File: config.mk
export PLATFORM = sky130hd
export DESIGN_NAME = fetch_unit
export DESIGN_NICKNAME = d
export VERILOG_FILES = /design/src/rtl/fetch_unit.sv
export SDC_FILE = /design/constraint.sdc
export NUM_CORES = 1
export LEC_CHECK = 0
export ABC_AREA = 1
export BUFFER_PORTS_ARGS = -buffer_cell sky130_fd_sc_hd__buf_2
export CORE_AREA = 2 2 129 131
export DETAILED_ROUTE_END_ITERATION = 10
export DIE_AREA = 0 0 131 133
export PLACE_DENSITY = 0.72
export RECOVER_POWER = 50
export SLEW_MARGIN = 10
export SYNTH_ARGS = -nofsm -noshare
export SYNTH_HDL_FRONTEND = slang
export SYNTH_SLANG_ARGS = --single-unit
File: constraint.sdc
create_clock -name clk -period 5.4 [get_ports clk]
set_input_delay 0.54 -clock clk [delete_from_list [all_inputs] [get_ports clk]]
set_output_delay 0.54 -clock clk [all_outputs]
set_load 0.01 [all_outputs]
File: src/rtl/fetch_unit.sv
// Instruction fetch front end: one outstanding imem request, holds the fetched
// word for decode, discards flushed responses and latches sticky fetch faults.
module fetch_unit #(
  parameter int unsigned TIMEOUT = 255
) (
  input  logic        clk,
  input  logic        rst,
  input  logic [63:0] pc,
  output logic        pc_load,
  output logic        imem_req,
  output logic [63:0] imem_addr,
  input  logic        imem_ack,
  input  logic [31:0] imem_rdata,
  input  logic        flush,
  output logic        instr_valid,
  input  logic        dec_ready,
  output logic [31:0] instr,
  output logic [63:0] instr_pc,
  output logic        fault,
  output logic [1:0]  fault_cause
);

  localparam int unsigned CW = $clog2(TIMEOUT + 1);
  localparam logic [1:0] CAUSE_MISALIGN = 2'b01;
  localparam logic [1:0] CAUSE_TIMEOUT  = 2'b10;

  typedef enum logic [2:0] {IDLE, FETCH, DISCARD, HOLD, FAULT} state_t;

  state_t          state, next_state;
  logic [63:0]     addr, next_addr;
  logic [CW-1:0]   cnt;
  logic            load_addr, clr_cnt, cnt_en, cap_instr, set_fault, timed_out, req_nxt;
  logic [1:0]      cause_nxt;

  assign imem_addr = addr;
  assign timed_out = (cnt == CW'(TIMEOUT - 1));

  always_ff @(posedge clk or posedge rst) begin
    if (rst) state <= IDLE;
    else     state <= next_state;
  end

  always_comb begin
    next_state = state;
    load_addr  = 1'b0;
    clr_cnt    = 1'b0;
    cap_instr  = 1'b0;
    set_fault  = 1'b0;
    cause_nxt  = 2'b00;
    pc_load    = 1'b0;
    case (state)
      IDLE: begin
        next_state = FETCH;
        load_addr  = 1'b1;
        clr_cnt    = 1'b1;
      end
      FETCH: begin
        if (addr[1:0] != 2'b00) begin
          next_state = FAULT;
          set_fault  = 1'b1;
          cause_nxt  = CAUSE_MISALIGN;
        end else if (imem_ack) begin
          if (flush) begin
            // Response dropped; re-enter FETCH at the current pc.
            next_state = FETCH;
            load_addr  = 1'b1;
            clr_cnt    = 1'b1;
          end else begin
            next_state = HOLD;
            cap_instr  = 1'b1;
          end
        end else if (flush) begin
          next_state = DISCARD;
          clr_cnt    = 1'b1;
        end else if (timed_out) begin
          next_state = FAULT;
          set_fault  = 1'b1;
          cause_nxt  = CAUSE_TIMEOUT;
        end
      end
      DISCARD: begin
        if (imem_ack) begin
          next_state = FETCH;
          load_addr  = 1'b1;
          clr_cnt    = 1'b1;
        end else if (timed_out) begin
          next_state = FAULT;
          set_fault  = 1'b1;
          cause_nxt  = CAUSE_TIMEOUT;
        end
      end
      HOLD: begin
        // flush wins over dec_ready and suppresses the pc_load strobe.
        if (flush) begin
          next_state = FETCH;
          load_addr  = 1'b1;
          clr_cnt    = 1'b1;
        end else if (dec_ready) begin
          pc_load    = 1'b1;
          next_state = FETCH;
          load_addr  = 1'b1;
          clr_cnt    = 1'b1;
        end
      end
      FAULT:   next_state = FAULT;
      default: next_state = IDLE;
    endcase
  end

  always_comb begin
    next_addr = load_addr ? pc : addr;
    cnt_en    = ((state == FETCH) || (state == DISCARD)) && !imem_ack;
    req_nxt   = ((next_state == FETCH) && (next_addr[1:0] == 2'b00)) ||
                (next_state == DISCARD);
  end

  // Datapath and registered status outputs, all derived from the next state.
  always_ff @(posedge clk or posedge rst) begin
    if (rst) begin
      addr        <= '0;
      cnt         <= '0;
      instr       <= '0;
      instr_pc    <= '0;
      fault_cause <= 2'b00;
      imem_req    <= 1'b0;
      instr_valid <= 1'b0;
      fault       <= 1'b0;
    end else begin
      addr <= next_addr;
      if (clr_cnt)     cnt <= '0;
      else if (cnt_en) cnt <= cnt + CW'(1);
      if (cap_instr) begin
        instr    <= imem_rdata;
        instr_pc <= addr;
      end
      if (set_fault) fault_cause <= cause_nxt;
      imem_req    <= req_nxt;
      instr_valid <= (next_state == HOLD);
      fault       <= (next_state == FAULT);
    end
  end

endmodule

==> results of run 1 <==
-- how the worst max path moves through the flow --
stage                         from            end  slack [ns]  cells past startpoint
final                          rst   instr_pc[48]        2.06                      3
after global routing           rst  imem_addr[40]        1.32                      3
after CTS                 state[0]    instr_pc[7]        2.61                      8
after detailed placement     flush    instr_pc[7]        2.46                      8
after global placement       flush    instr_pc[6]        2.50                      8
after floorplan                rst         cnt[0]        0.09                      1
-- placed cells by master, fill, tap and decap left out, types with 2 or more instances in the layout --
cell type,n
clkbuf_1,139
dfrtp_1,176
clkinvlp_4,4
nor3_1,2
o21ai_0,5
buf_4,3
buf_2,129
nor2_1,21
inv_1,79
clkinv_2,2
nand4_1,2
nand3_1,14
o21ai_1,123
inv_6,2
clkbuf_8,3
clkbuf_16,17
xor2_1,5
nand2_1,261
a21oi_1,2
nand3_2,2
ha_1,2
inv_2,4
o31ai_1,3
-- final cells by class --
| type | instances | share of cell area [%] |
|---|---|---|
| flip-flops and latches | 176 | 50.5 |
| multi-input cells | 447 | 22.6 |
| repair buffers | 270 | 13.6 |
| clock buffers | 22 | 5.44 |
| inverters | 85 | 3.70 |
| well taps | 220 | 3.16 |
| clock inverters | 10 | 0.890 |
| diodes | 1 | 0.0287 |
-- per-layer routing --
layer	vias to the layer above	GRT usage (%)
met5	-	0
met4	2	6.97
met3	28	4.57
met2	191	29.4
met1	2629	25.1
li1	2836	-
-- per-stage QoR --
step                total power (W)  utilization (%)  hold WS (ns)  setup slack [ns]
finish                      0.00533             53.9         0.318              2.06
global route                0.00577             53.9         0.309              1.32
CTS                         0.00550             55.0         0.283              2.61
detailed placement          0.00433             51.6         0.453              2.46
global placement            0.00427             51.6         0.450              2.50
floorplan                   0.00349                -         0.509            0.0864
-- worst min-delay path, stage by stage --
cell and delay (ns):
buf_2 0.07, nand2_1 0.04, nand2_1 0.05
-- kinds of logic after synthesis --
| logic type | Yosys count | synth area share (%) |
|---|---|---|
| and+or+nand+nor | 304 | 17.3 |
| DFF | 176 | 63.8 |
| AOI/OAI and AO/OA | 135 | 10.1 |
| buffers and inverters | 118 | 7.72 |
| xor gates and xnor gates | 6 | 0.761 |
| adders and majority gates | 2 | 0.363 |
-- state kept, by name (all words and copies together) (netlist names) --
register,flops
imem_addr,64
instr_pc,64
instr,32
cnt,8
state,3
fault_cause,2
fault,1
imem_req,1
instr_valid,1
-- report_power, final --
group	switching, W	leakage [nW]	internal [W]
clock network	0.000518	0.261	0.000631
logic	0.00131	1.98	0.000643
registers	0.000317	2.22	0.00191
==> impl_metrics.env, run 1 <==
export IMPL_wl_per_cell_um=13.5
export IMPL_arrival_ns=3.73
export IMPL_met2_wirelength_um=7820
export IMPL_fp_dieArea_sq_um=17400
export IMPL_synth_area_leaders="dfrtp_1, nand2_1, o21ai_1"
export IMPL_drive_gt1_share_pct=17.3
export IMPL_root_buffer="clkbuf_16"
export IMPL_rrSetupSlack_ns=2.65
export IMPL_syn_avg_cell_area_sq_um=9.31
export IMPL_setup_viol=0
export IMPL_antenna_found_initial=2
export IMPL_final_area_sq_um=8720
export IMPL_avgViaCountPerCell=4.62
export IMPL_hp_class="in -> reg"
export IMPL_r2r_start="state[0]"
export IMPL_r2r_cells=8
export IMPL_synth_nets=844
export IMPL_maxCapViolCount=1
export IMPL_path_max_fanout=81
export IMPL_grt_pass1_vias=5339
export IMPL_hold_buffers=0
export IMPL_post_cts_repair_setup_buffers=0
export IMPL_clock_sinks=176
export IMPL_min_period_ns=3.34
export IMPL_rsz0062_at_grt="false"
export IMPL_tightest_slew_ns=3.59
export IMPL_multi_input_area_sq_um=1970
export IMPL_critPathTopFamily="buffers and inverters"
export IMPL_post_route_drc_count=0
export IMPL_cts_buffers=17
export IMPL_dr_wl_met3_um=1120
export IMPL_setup_tns_ns=0
export IMPL_hold_viol=0
export IMPL_synthArstFlopShare_pct=100
export IMPL_regToRegEndpoint="instr_pc[7]"
export IMPL_grt_overflow=0
export IMPL_holdPathEnd="instr[14]"
export IMPL_first_pass_iters=5
export IMPL_skew_ns=0.0103
export IMPL_gp_congestion=0.883
export IMPL_cts_tree="yes"
export IMPL_ys_ff_latch=176
export IMPL_die_x_um=131
export IMPL_synth_cell_types=23
export IMPL_wl_met1_um=7290
export IMPL_grt_max_degree=108
export IMPL_via_count=5686
export IMPL_final_max_slew_viol_count=82
export IMPL_synth_area_sq_um=6900
export IMPL_crit_type="in -> async"
export IMPL_status="complete, but fails checks"
export IMPL_fillCellCount=1568
export IMPL_grt_pass1_wl_um=25900
export IMPL_seq_area_sq_um=4400
export IMPL_violations="max-capacitance violations, max-slew violations"
export IMPL_placed_cells_incl_taps=1198
export IMPL_hold_start="imem_rdata[14]"
export IMPL_synth_seq_area_share_pct=63.8
export IMPL_p_per_area_nw_per_um2=611
export IMPL_synth_edff_count=0
export IMPL_fin_cells=1231
export IMPL_timing_critical_path_buf_inv=3
export IMPL_placed_cell_area_sq_um=8340
export IMPL_synth_top_area_cell="dfrtp_1"
export IMPL_nets=1100
export IMPL_ir_drop_v=0.000272
export IMPL_crit_chain="clkbuf_1 > clkinvlp_2 > clkbuf_2"
export IMPL_area_growth_pct=26.3
export IMPL_start_util_pct=42.7
export IMPL_ctsResizeCount=0
export IMPL_clk_latency_ns=0.42
export IMPL_slew_headroom_pct=-140
export IMPL_coreArea_sq_um=16200
export IMPL_worst_path_max_delay_cell="clkinvlp_2"
export IMPL_synth_commonest_cells="nand2_1, dfrtp_1, o21ai_1"
export IMPL_rows=47
export IMPL_grt_total_usage_pct=18.7
export IMPL_slowest_delay_ns=1.99
export IMPL_die_h_um=133
export IMPL_power_leakage_nw=4.46
export IMPL_max_clock_path_buffers=2
export IMPL_whs_path_depth=3
export IMPL_fin_crit_sh_pct=61.9
export IMPL_postRouteAntennaNets=0
export IMPL_ys_flop_type="dfrtp_1"
export IMPL_synth_top_area_share_pct=63.8
export IMPL_clkTransAtPathRegs_ns=0.07
export IMPL_cp_required_ns=5.79
export IMPL_ios=267
export IMPL_synthMostInstantiatedCell="nand2_1"
export IMPL_drt_wl_total_um=16600
export IMPL_io_buffers=266
export IMPL_netlist_instances=741
export IMPL_ctsHtreeMaxLevel=4
export IMPL_end_kind="async pin"
export IMPL_crit_path_start_kind="primary input"
export IMPL_dr_first_iter_drc_count=314
export IMPL_fmax_ghz=0.299
export IMPL_top_layer_used="met5"
export IMPL_dp_hpwl_um=11500
export IMPL_yosysWarnings=0
No activity file was read; power rests on OpenSTA's default activity.
==> run 2: changes to the inputs <==
CORE_AREA = 2 2 122 124   (was 2 2 129 131)
DIE_AREA = 0 0 124 126   (was 0 0 131 133)
PLACE_DENSITY = 0.76   (was 0.72)
clock period = 3.2 ns   (was 5.4 ns; I/O delays follow)
==> impl_metrics.env, run 2 (synthesis results as in run 1) <==
export IMPL_post_route_drc_count=0
export IMPL_ir_drop_v=0.000587
export IMPL_post_cts_repair_setup_buffers=0
export IMPL_r2r_start="state[1]"
export IMPL_holdPathEnd="instr[20]"
export IMPL_grt_overflow=0
export IMPL_p_sw_share_pct=39.1
export IMPL_gp_congestion=0.868
export IMPL_r2r_cells=6
export IMPL_start_util_pct=48.2
export IMPL_area_growth_pct=28.5
export IMPL_switching_power_w=0.00364
export IMPL_combPwrFrac_pct=36.9
export IMPL_die_h_um=126
export IMPL_rsz0062_at_grt="false"
export IMPL_hold_buffers=0
export IMPL_hp_class="in -> reg"
export IMPL_skew_ns=0.00895
export IMPL_worst_path_max_delay_cell="nand3_4"
export IMPL_dp_hpwl_um=12000
export IMPL_max_clock_path_buffers=2
export IMPL_ios=267
export IMPL_coreArea_sq_um=14300
export IMPL_violations="max-capacitance violations, max-slew violations"
export IMPL_crit_type="reg -> reg"
export IMPL_avgViaCountPerCell=4.81
export IMPL_p_int_w=0.00568
export IMPL_layout_common_cells="nand2_1, buf_2, dfrtp_1, o21ai_1, clkbuf_1"
export IMPL_wl_per_cell_um=14.2
export IMPL_first_pass_iters=7
export IMPL_maxCapViolCount=1
export IMPL_placed_cell_area_sq_um=8360
export IMPL_slowest_delay_ns=0.62
export IMPL_io_buffers=266
export IMPL_arrival_ns=2.50
export IMPL_rrSetupSlack_ns=0.99
export IMPL_whs_path_depth=3
export IMPL_hold_start="imem_rdata[20]"
export IMPL_root_buffer="clkbuf_16"
export IMPL_worstSetupStartpoint="state[1]"
export IMPL_power_leakage_nw=4.70
export IMPL_p_per_area_nw_per_um2=1050
export IMPL_drt_wl_total_um=17000
export IMPL_clkPwrFrac_pct=22.9
export IMPL_grt_max_degree=77
export IMPL_final_common_cell="nand2_1"
export IMPL_final_area_sq_um=8870
export IMPL_fp_dieArea_sq_um=15600
export IMPL_status="complete, but fails checks"
export IMPL_drive_gt1_share_pct=22.7
export IMPL_cts_buffers=17
export IMPL_ctsHtreeMaxLevel=4
export IMPL_dr_first_iter_drc_count=360
export IMPL_tightest_slew_ns=1.57
export IMPL_fillCellCount=1295
export IMPL_p_seq_share_pct=40.1
export IMPL_grt_pass1_vias=5378
export IMPL_clk_latency_ns=0.42
export IMPL_nets=1102
export IMPL_crit_chain="inv_2 > o211ai_2 > nand3_4 > buf_12 > nand2_1 > o21ai_1"
export IMPL_ctsResizeCount=0
export IMPL_regToRegEndpoint="imem_addr[44]"
export IMPL_final_max_slew_viol_count=33
export IMPL_grt_pass1_wl_um=26800
export IMPL_fin_crit_sh_pct=68.9
export IMPL_postRouteAntennaNets=0
export IMPL_die_x_um=124
export IMPL_rows=44
export IMPL_min_period_ns=2.21
export IMPL_cp_required_ns=3.50
export IMPL_cts_tree="yes"
export IMPL_fmax_ghz=0.453
export IMPL_setup_tns_ns=0
export IMPL_path_max_fanout=65
export IMPL_slew_headroom_pct=-5.43
export IMPL_clkTransAtPathRegs_ns=0.07
export IMPL_antenna_found_initial=0
export IMPL_via_count=5753
export IMPL_grt_total_usage_pct=22.0
export IMPL_end_kind="flip-flop"
export IMPL_crit_path_start_kind="flip-flop"
export IMPL_n_antenna_cell=0
export IMPL_clock_sinks=176
export IMPL_setup_viol=0
export IMPL_hold_viol=0
run 2: final cells by class:
cell class                 instances  area (sq um)  share of cell area, %
inverter                          85           323                   3.64
tap                              184           230                   2.60
sequential                       176          4400                   49.7
clock inverter                    11           155                   1.75
timing repair buffer             272          1320                   14.9
clock buffer                      21           460                   5.19
multi-input combinational        447          1970                   22.2
run 2: worst max-delay path by stage:
stage / endpoint / slack (ns) / cells after the start
4_1_cts: imem_addr[44] / 0.99 / 6
3_5_place_dp: imem_addr[44] / 1.01 / 6
6_report: imem_addr[44] / 0.99 / 6
5_1_grt: imem_addr[58] / 0.81 / 6
3_3_place_gp: imem_addr[17] / 1.12 / 6
2_1_floorplan: cnt[0] / 0.63 / 1
run 2: stage by stage:
step	power (W)	instances	setup WS, ns	utilization, %	hold WS, ns
2_1_floorplan	0.00589	741	0.627	-	0.437
3_3_place_gp	0.00720	1164	1.12	58.4	0.449
3_5_place_dp	0.00735	1164	1.01	58.4	0.454
4_1_cts	0.00953	1196	0.991	62.7	0.0505
5_1_grt	0.0100	1196	0.806	61.9	0.0866
6_report	0.00932	1196	0.994	61.9	0.0971
run 2: per-layer routing:
layer,global-route usage [%],wire [um]
met3,5.66,1080
met2,36.2,8340
met4,7.34,324
met1,28.2,7270
met5,0,0
run 2: worst max-delay path: cells and delay by family, from the launching register on:
| kind | cells | cell delay, ns |
|---|---|---|
| flip-flops | 1 | 0.43 |
| AO/OA/AOI/OAI | 2 | 0.35 |
| AND/OR/NAND/NOR | 2 | 0.72 |
| buffers and inverters | 2 | 0.54 |
run 2: power by group through the flow:
stage                     clock network, W  registers (W)  logic [W]
after floorplan                          0        0.00419    0.00170
after global placement                   0        0.00370    0.00350
after detailed placement                 0        0.00375    0.00361
after CTS                          0.00218        0.00372    0.00363
after global routing               0.00228        0.00386    0.00390
final                              0.00214        0.00374    0.00344
==> run 3: changes to the inputs <==
CORE_AREA = 2 2 129 131   (was 2 2 122 124)
DIE_AREA = 0 0 131 133   (was 0 0 124 126)
PLACE_DENSITY = 0.72   (was 0.76)
clock period = 2 ns   (was 3.2 ns; I/O delays follow)
==> impl_metrics.env, run 3 (synthesis results as in run 1) <==
export IMPL_slowest_delay_ns=0.40
export IMPL_via_count=6047
export IMPL_crit_chain="inv_2 > nand2_1 > nor2_1 > inv_1 > nor3_1 > buf_2"
export IMPL_status="complete, no violations"
export IMPL_whs_path_depth=3
export IMPL_use_met3_pct=5.01
export IMPL_start_util_pct=42.7
export IMPL_drive_gt1_share_pct=14.9
export IMPL_worst_hold_slack_ns=0.0178
export IMPL_clkPwrFrac_pct=21.7
export IMPL_postRouteAntennaNets=0
export IMPL_layout_common_cells="nand2_1, dfrtp_1, clkbuf_1, o21ai_1, buf_2"
export IMPL_hold_viol=0
export IMPL_crit_type="reg -> out"
export IMPL_grt_pass1_vias=5673
export IMPL_p_per_area_nw_per_um2=1520
export IMPL_die_x_um=131
export IMPL_final_max_slew_viol_count=0
export IMPL_dr_first_iter_drc_count=427
export IMPL_fin_cells=1318
export IMPL_rrSetupSlack_ns=0.30
export IMPL_fin_util_pct=59.7
export IMPL_fin_crit_sh_pct=86.1
export IMPL_ios=267
export IMPL_crit_path_start_kind="flip-flop"
export IMPL_clock_sinks=176
export IMPL_avgViaCountPerCell=4.59
export IMPL_rows=47
export IMPL_p_int_w=0.00880
export IMPL_slew_headroom_pct=23.9
export IMPL_first_pass_iters=5
export IMPL_power_leakage_nw=4.81
export IMPL_tightest_slew_ns=1.14
export IMPL_holdPathEnd="imem_addr[53]"
export IMPL_rsz0062_at_grt="false"
export IMPL_fin_ws_ns=0.277
export IMPL_wl_per_cell_um=13.6
export IMPL_clkTransAtPathRegs_ns=0.07
export IMPL_grt_pass1_wl_um=28200
export IMPL_cp_required_ns=1.80
export IMPL_drt_wl_total_um=17900
export IMPL_fillCellCount=1428
export IMPL_die_h_um=133
export IMPL_antenna_found_initial=1
export IMPL_met1_usage_pct=26.4
export IMPL_ctsResizeCount=0
export IMPL_r2r_start="state[0]"
export IMPL_cts_buffers=17
export IMPL_worstSetupStartpoint="state[2]"
export IMPL_ctsHtreeMaxLevel=4
export IMPL_arrival_ns=1.52
export IMPL_dp_hpwl_um=11500
export IMPL_clk_latency_ns=0.42
export IMPL_maxCapViolCount=0
export IMPL_post_route_drc_count=0
export IMPL_hp_class="in -> reg"
export IMPL_switching_power_w=0.00592
export IMPL_max_clock_path_buffers=2
export IMPL_met2_usage_pct=34.1
export IMPL_p_seq_share_pct=40.6
export IMPL_hold_start="pc[53]"
export IMPL_io_buffers=266
export IMPL_final_common_cell="nand2_1"
export IMPL_ir_drop_v=0.000644
export IMPL_grt_max_degree=157
export IMPL_worst_path_max_delay_cell="dfrtp_1"
export IMPL_area_growth_pct=39.9
export IMPL_fp_dieArea_sq_um=17400
export IMPL_fmax_ghz=0.580
export IMPL_regToRegEndpoint="instr_pc[6]"
export IMPL_p_sw_share_pct=40.2
export IMPL_r2r_cells=8
export IMPL_min_period_ns=1.72
export IMPL_combPwrFrac_pct=37.7
export IMPL_setup_viol=0
export IMPL_end_kind="output port"
export IMPL_total_power_w=0.0147
export IMPL_placed_cells_incl_taps=1202
export IMPL_cts_tree="yes"
export IMPL_post_cts_repair_setup_buffers=0
export IMPL_top_usage_layer="met2"
export IMPL_grt_overflow=0
export IMPL_gp_congestion=0.840
export IMPL_grt_total_usage_pct=20.6
export IMPL_path_max_fanout=5
export IMPL_nets=1187
export IMPL_root_buffer="clkbuf_16"
export IMPL_hold_buffers=83
export IMPL_skew_ns=0.00906
export IMPL_coreArea_sq_um=16200
export IMPL_place_ws_ns=0.346
[run 3: area by class of cell]
class / instances / area [sq um] / share of cell area (%)
repair buffers: 357 / 2100 / 21.8
clock inverters: 13 / 131 / 1.36
flip-flops and latches: 176 / 4400 / 45.6
inverters: 85 / 323 / 3.34
clock buffers: 19 / 443 / 4.59
diodes: 1 / 2.50 / 0.0259
multi-input cells: 447 / 1970 / 20.4
well taps: 220 / 275 / 2.85
[run 3: critical path: cells and delay by family, from the launching register on]
| kind | cells | cell delay [ns] |
|---|---|---|
| flops | 1 | 0.40 |
| buf+inv | 3 | 0.36 |
| simple gates | 3 | 0.35 |
[run 3: layer usage]
metal / vias up / wire, um
met5: - / 0
met4: 0 / 408
met3: 29 / 1130
met2: 198 / 8750
met1: 2801 / 7600
li1: 3019 / -
[run 3: stage by stage]
| step | area (sq um) | setup TNS [ns] |
|---|---|---|
| 2_1_floorplan | 6910 | -79.66 |
| 3_3_place_gp | 8440 | 0 |
| 3_5_place_dp | 8440 | 0 |
| 4_1_cts | 9850 | 0 |
| 5_1_grt | 9650 | 0 |
| 6_report | 9660 | 0 |
[run 3: power by group through the flow]
stage,clock (W),combinational (W),sequential (W)
2_1_floorplan,0,0.00272,0.00671
3_3_place_gp,0,0.00567,0.00595
3_5_place_dp,0,0.00582,0.00598
4_1_cts,0.00329,0.00597,0.00593
5_1_grt,0.00344,0.00631,0.00619
6_report,0.00319,0.00555,0.00598
[run 3: how the worst max path moves through the flow]
stage                    end  slack [ns]  depth (start not counted)
3_3_place_gp   imem_addr[41]        0.35                          8
4_1_cts              pc_load        0.25                          6
6_report             pc_load        0.28                          6
5_1_grt              pc_load        0.10                          6
3_5_place_dp    imem_addr[3]        0.35                          8
2_1_floorplan         cnt[0]       -0.45                          1
